$ cat src/rtl/unzip_vga_str.sv
// unzip_vga_str: delays the packed 23-bit VGA stream by DELAY pixel clocks, unpacks it and
// derives line/frame/first-pixel pulses, a wrapping frame counter and a sticky protocol-error flag.
module unzip_vga_str #(
  parameter int DELAY           = 1,
  parameter bit SYNC_ACTIVE_LOW = 1'b1,
  parameter int FRAME_CNT_W     = 8
) (
  input  logic                   clk,
  input  logic                   reset,
  input  logic [22:0]            strVGA,
  output logic [9:0]             x_px,
  output logic [9:0]             y_px,
  output logic                   hsync,
  output logic                   vsync,
  output logic                   activevideo,
  output logic                   line_start,
  output logic                   frame_start,
  output logic                   first_px,
  output logic [FRAME_CNT_W-1:0] frame_cnt,
  output logic                   str_err
);

  localparam logic        SYNC_IDLE  = SYNC_ACTIVE_LOW;
  localparam logic [22:0] RESET_WORD = {10'd0, 10'd0, SYNC_IDLE, SYNC_IDLE, 1'b0};

  logic [22:0] pipe_reg  [DELAY];
  logic [22:0] pipe_next [DELAY];

  genvar gi;
  generate
    for (gi = 0; gi < DELAY; gi++) begin : g_stage
      if (gi == 0) begin : g_head
        assign pipe_next[gi] = strVGA;
      end else begin : g_tail
        assign pipe_next[gi] = pipe_reg[gi-1];
      end
    end
  endgenerate

  always_ff @(posedge clk) begin
    for (int i = 0; i < DELAY; i++) begin
      if (reset) pipe_reg[i] <= RESET_WORD;
      else       pipe_reg[i] <= pipe_next[i];
    end
  end

  assign {x_px, y_px, hsync, vsync, activevideo} = pipe_reg[DELAY-1];

  // Sync levels normalised so that 1 always means "asserted", whatever the wire polarity.
  logic hs_on, vs_on;
  assign hs_on = hsync ^ SYNC_ACTIVE_LOW;
  assign vs_on = vsync ^ SYNC_ACTIVE_LOW;

  logic hs_prev_reg, vs_prev_reg, act_prev_reg;

  always_ff @(posedge clk) begin
    if (reset) begin
      hs_prev_reg  <= 1'b0;
      vs_prev_reg  <= 1'b0;
      act_prev_reg <= 1'b0;
    end else begin
      hs_prev_reg  <= hs_on;
      vs_prev_reg  <= vs_on;
      act_prev_reg <= activevideo;
    end
  end

  assign line_start  = hs_on & ~hs_prev_reg;
  assign frame_start = vs_on & ~vs_prev_reg;
  assign first_px    = activevideo & ~act_prev_reg & (y_px == 10'd0);

  logic [FRAME_CNT_W-1:0] frame_cnt_reg, frame_cnt_next;
  logic                   str_err_reg, str_err_next;

  always_comb begin
    frame_cnt_next = frame_cnt_reg;
    str_err_next   = str_err_reg;
    if (frame_start) frame_cnt_next = frame_cnt_reg + FRAME_CNT_W'(1);
    // Video is never legal inside a sync interval; once seen, keep the flag until reset.
    if (activevideo && (hs_on || vs_on)) str_err_next = 1'b1;
  end

  always_ff @(posedge clk) begin
    if (reset) begin
      frame_cnt_reg <= '0;
      str_err_reg   <= 1'b0;
    end else begin
      frame_cnt_reg <= frame_cnt_next;
      str_err_reg   <= str_err_next;
    end
  end

  assign frame_cnt = frame_cnt_reg;
  assign str_err   = str_err_reg;

endmodule

$ cat config.mk
export PLATFORM = sky130hd
export DESIGN_NAME = unzip_vga_str
export DESIGN_NICKNAME = d
export VERILOG_FILES = /design/src/rtl/unzip_vga_str.sv
export SDC_FILE = /design/constraint.sdc
export NUM_CORES = 1
export LEC_CHECK = 0
export BUFFER_PORTS_ARGS = -buffer_cell sky130_fd_sc_hd__buf_2
export CORE_UTILIZATION = 40
export CTS_BUF_LIST = sky130_fd_sc_hd__clkbuf_2
export CTS_CLUSTER_SIZE = 30
export DETAILED_ROUTE_END_ITERATION = 10
export PLACE_DENSITY_LB_ADDON = 0.25
export SETUP_SLACK_MARGIN = 0.2
export SLEW_MARGIN = 10
export SYNTH_ARGS = -nofsm -noshare
export SYNTH_HDL_FRONTEND = slang
export SYNTH_SLANG_ARGS = --single-unit
$ cat constraint.sdc
create_clock -name clk -period 1.5 [get_ports clk]
set_input_delay 0.45 -clock clk [delete_from_list [all_inputs] [get_ports clk]]
set_output_delay 0.45 -clock clk [all_outputs]
set_load 0.1 [all_outputs]
### Word-level counts from Yosys, hierarchy flattened

Memories as Yosys holds them, arrays and structs flattened.
Cells that the tools add are included.

* add/subtract/negate cells: 1
* multiplexer cells: 5
* bitwise gates (word level): 9
* reduce and logical (&&, ||, !) cells: 4

Operators by type and width (number)
* $mux 23: 1
* $reduce_or 23->1: 1
* $logic_not 10->1: 1
* $add 8x1->8 const B: 1
* $not 1->1: 5
* $and 1x1->1: 4
* $mux 1: 4
* $logic_and 1x1->1: 1
* $logic_or 1x1->1: 1

* register bits after elaboration: 12
* bits in writable memories: 23
* input port bits: 25
* logic and storage cells: 25
* memories kept: 1

Memory list
* pipe_reg: words 1, bits a word 23, read ports 1, clocked after Yosys merged registers in 0, wr ports 1, line 26 `logic [22:0] pipe_reg [DELAY];`

### Longest topological paths before layout

* depth after elaboration: 3
* gate-level depth with buffers: 4
* gate-level depth less buffers: 4

### Worst setup path after synthesis

Ideal clock, no wire load.

* path type: flip-flop to output port
* from: memory pipe_reg[0][2]
* to: output line_start
* arrival: 2.070 ns
* data required time: 1.050 ns
* setup slack: -1.020 ns
* cell stages (with the launch flop): 2
* path through: dfxtp_1 > nor2_1

* word-level cells in the longest chain between the ends: 3

Ends and longest elaborated chain
* from (decl): line 26
* $mem_v2 1x23
* $not 1->1 (no line)
* $and 1x1->1: line 68 `assign line_start = hs_on & ~hs_prev_reg;`
* to (decl): line 16 `output logic line_start,`

No other way between the ends.

### Final worst setup path

* from: memory pipe_reg[0][11]
* to: output first_px

* word-level cells in the longest chain between the ends: 3

Ends and longest elaborated chain
* $mem_v2 1x23
* $logic_not 10->1: line 70 `assign first_px = activevideo & ~act_prev_reg & (y_px == 10'd0);`
* $and 1x1->1: line 70
* to (decl): line 18 `output logic first_px,`

No other way between the ends.

==> results_dict.tcl <==
set metrics [dict create \
    outcome "finished, violations left" \
    violations "setup timing" \
    drv_cap 0 \
    cp.arrival_ns 1.42 \
    boundaryPins 60 \
    wl_per_cell_um 15.58 \
    synth_compound_area_share_pct 5.367 \
    required_ns 1.05 \
    synthAdderAreaFrac_pct 1.095 \
    dieArea_um2 3074 \
    cts_max_path_buffers 2 \
    avgSynthCellArea_um2 10.78 \
    syn-instance-count 106 \
    r2r_start "frame_cnt[1]" \
    cellPowerDensity_nw_per_um2 846.6 \
    viasPerCell 4.914 \
    final_cell_area_um2 2389 \
    die_height_um 55.44 \
    grt_pass1_vias 1152 \
    die_x_um 55.44 \
    multiInputGateArea_um2 511.7 \
    cp-start-kind "register" \
    gp_congestion 0.6791 \
    layout-drive-gt1-share_pct 71.05 \
    p_leak_uw 0.0009898 \
    synthArstFlopShare_pct 0 \
    yosys-mux-area-fraction_pct 0.9858 \
    ys.flop_type "dfxtp_1" \
    layout.cells.non_filler 221 \
    root_buffer "clkbuf_2" \
    max_slew.worst_pin.slew_ns 0.2758 \
    worst-path-max-fanout 2 \
    synth_top_family_by_area "simple AND/OR/NAND/NOR gates" \
    slew_viol_final 0 \
    drc 0 \
    final_util_pct 87.37 \
    irDropWorstVdd_mv 0.8420 \
    hold_depth 2 \
    syn_area_um2 1142 \
    initial_core_util_pct 41.78 \
    finalSetupViolCount 2 \
    area_delta_synth_final_pct 109.1 \
    hp-start "strVGA[1]" \
    worst_r2r_endpoint "frame_cnt[7]" \
    critical_path_class "reg2out" \
    synth_seq_area_share_pct 61.34 \
    track_usage_pct 23.04 \
    core-area_um2 2734 \
    final_nets 215 \
    yosysUniqueCellTypes 27 \
    fmax_ghz 0.5350 \
    r2r_cells 6 \
    fill_cells 132 \
    postPlaceCellArea_um2 1924 \
    finalSetupTns_ns -0.4004 \
    yosys_warnings 0 \
    worst_skew_pair.late_latency_ns 0.36 \
    reg2reg_slack_ns 0.08 \
    yosys.area_share.xor_xnor_pct 1.533 \
    finalHoldViolations 0 \
    dpl.hpwl_um 1918 \
    fin_worst_skew_ns 0.005705 \
    grt_max_degree 17 \
    end_kind "output port" \
    antenna_left 0 \
    cts_max_level 2 \
    dp.cells 195 \
    largest_register_ffs 23 \
    via_count 1086 \
    syn_nets 132 \
    antenna_cells 0 \
    rsz0062_at_grt "yes" \
    drt-initial-drc-count 20 \
    period_share_pct 124.6 \
    finalWorstSetupSlack_ns -0.3693 \
    synth_edf_count 0 \
    ys_ff_latch 35 \
    period_minus_slack_ns 1.869 \
    synthSimpleGateAreaFrac_pct 27.60 \
    overflow 0 \
    antenna_found_initial 0 \
    grt_pass1_wl_um 5395 \
    cts_tree "yes" \
    slew_headroom_pct 81.57 \
    rows 19 \
    min_to "pipe_reg[0][1]" \
    clkTransAtPathRegs_ns 0.16 \
    seq_area_um2 789.5 \
    cts_made_buffers 5 \
    first_pass_iters 4 \
    hold_path.class "in2reg" \
    portBuffers 59 \
    clock-sinks 35 \
    finalWirelength_um 3443 \
]
## stage by stage
step	worst slack, ns	total power [uW]	hold WS [ns]
final	-0.3693	2022	0.2759
after global routing	-0.4619	2113	0.2392
after detailed placement	-0.001936	1535	0.4771
after CTS	-0.3726	2027	0.2582
after floorplan	-0.1320	1367	0.5534
after global placement	0.002802	1525	0.4698
## where the power goes
part / internal [uW] / total [uW] / switching, uW
combinational: 242 / 618 / 377
clock: 112 / 396 / 283
sequential: 956 / 1010 / 51.6
## cell usage after synthesis (2+ instances only)
master / count / area share [%]
o21ai_0: 3 / 1.3
xnor2_1: 2 / 1.5
nand4_1: 2 / 1.1
dfxtp_1: 35 / 61
nor2b_1: 23 / 13
or3_1: 2 / 1.1
a21oi_1: 6 / 2.6
nor4_1: 2 / 1.1
clkbuf_1: 4 / 1.3
nor2_1: 7 / 2.3
nand2_1: 3 / 0.99
or2_2: 2 / 1.1
## layout by cell type (no fill, tap or decap)
master	Yosys	layout
and4_1	1	1
clkinv_1	0	2
nor4_4	0	2
o31ai_1	1	1
or3_4	0	1
a21oi_2	0	2
mux2_4	0	1
xnor2_1	2	2
dfxtp_4	0	19
nand4_1	2	2
and2_4	0	1
o21ai_0	3	1
nand3_1	1	1
nor2_4	0	2
dfxtp_2	0	14
nor2b_1	23	23
nor2_1	7	6
or2_2	2	2
or3_1	2	1
or4_1	1	1
a21oi_1	6	4
ha_4	0	1
nand2_1	3	3
buf_4	0	13
buf_12	0	34
buf_2	0	24
inv_1	1	1
a31o_1	1	1
clkbuf_2	0	6
buf_6	0	9
dfxtp_1	35	2
clkinvlp_4	0	1
nand4bb_4	1	1
nor4b_4	0	1
nor3b_1	1	1
and3_4	0	1
o21ai_1	0	2
## how the worst max path moves through the flow
stage	from	to	slack, ns	depth (start not counted)
4_1_cts	pipe_reg[0][6]	first_px	-0.37	3
6_report	pipe_reg[0][11]	first_px	-0.37	3
3_3_place_gp	pipe_reg[0][10]	first_px	0.003	3
5_1_grt	pipe_reg[0][12]	first_px	-0.46	3
3_5_place_dp	pipe_reg[0][10]	first_px	-0.002	3
2_1_floorplan	pipe_reg[0][1]	frame_cnt[7]	-0.13	3
## final cells by class
cell class / count / share of cell area (%)
tap: 31 / 1.624
inverter: 2 / 0.4715
timing repair buffer: 80 / 41.85
clock inverter: 2 / 0.3143
multi-input combinational: 65 / 21.42
sequential: 35 / 33.05
clock buffer: 6 / 1.257
## logic make-up (layout without fill, tap and decap cells)
logic type / after synthesis / in the layout
adder cells (fa/ha/maj): 1 / 1
XOR/XNOR: 2 / 2
AO/OA/AOI/OAI: 11 / 11
multiplexers: 1 / 1
buffers and inverters: 6 / 90
AND/OR/NAND/NOR: 50 / 50
flip-flops: 35 / 35
## metal layers
| layer | GRT usage, % | part of all wire (%) | vias to the layer above | routed length, um |
|---|---|---|---|---|
| li1 | - | - | 517 | - |
| met1 | 25.97 | 38 | 498 | 1324 |
| met4 | 11.43 | 2.3 | 0 | 79 |
| met2 | 38.21 | 51 | 62 | 1770 |
| met5 | 0 | 0 | - | 0 |
| met3 | 8.431 | 7.8 | 9 | 268 |
## repair_timing
item                                    CTS  global route
hold endpoints to repair                  0             0
hold buffers                              0             0
gates resized for setup                  65            13
endpoints found under the setup margin   36            39
buffers inserted                         15             3
pin swaps                                 9             3
## critical path: stages (launching register included)
cell and delay (ns):
dfxtp_4 0.40, nor4_4 0.27, and3_4 0.23, buf_12 0.17
(Power assumes the default switching activity.)
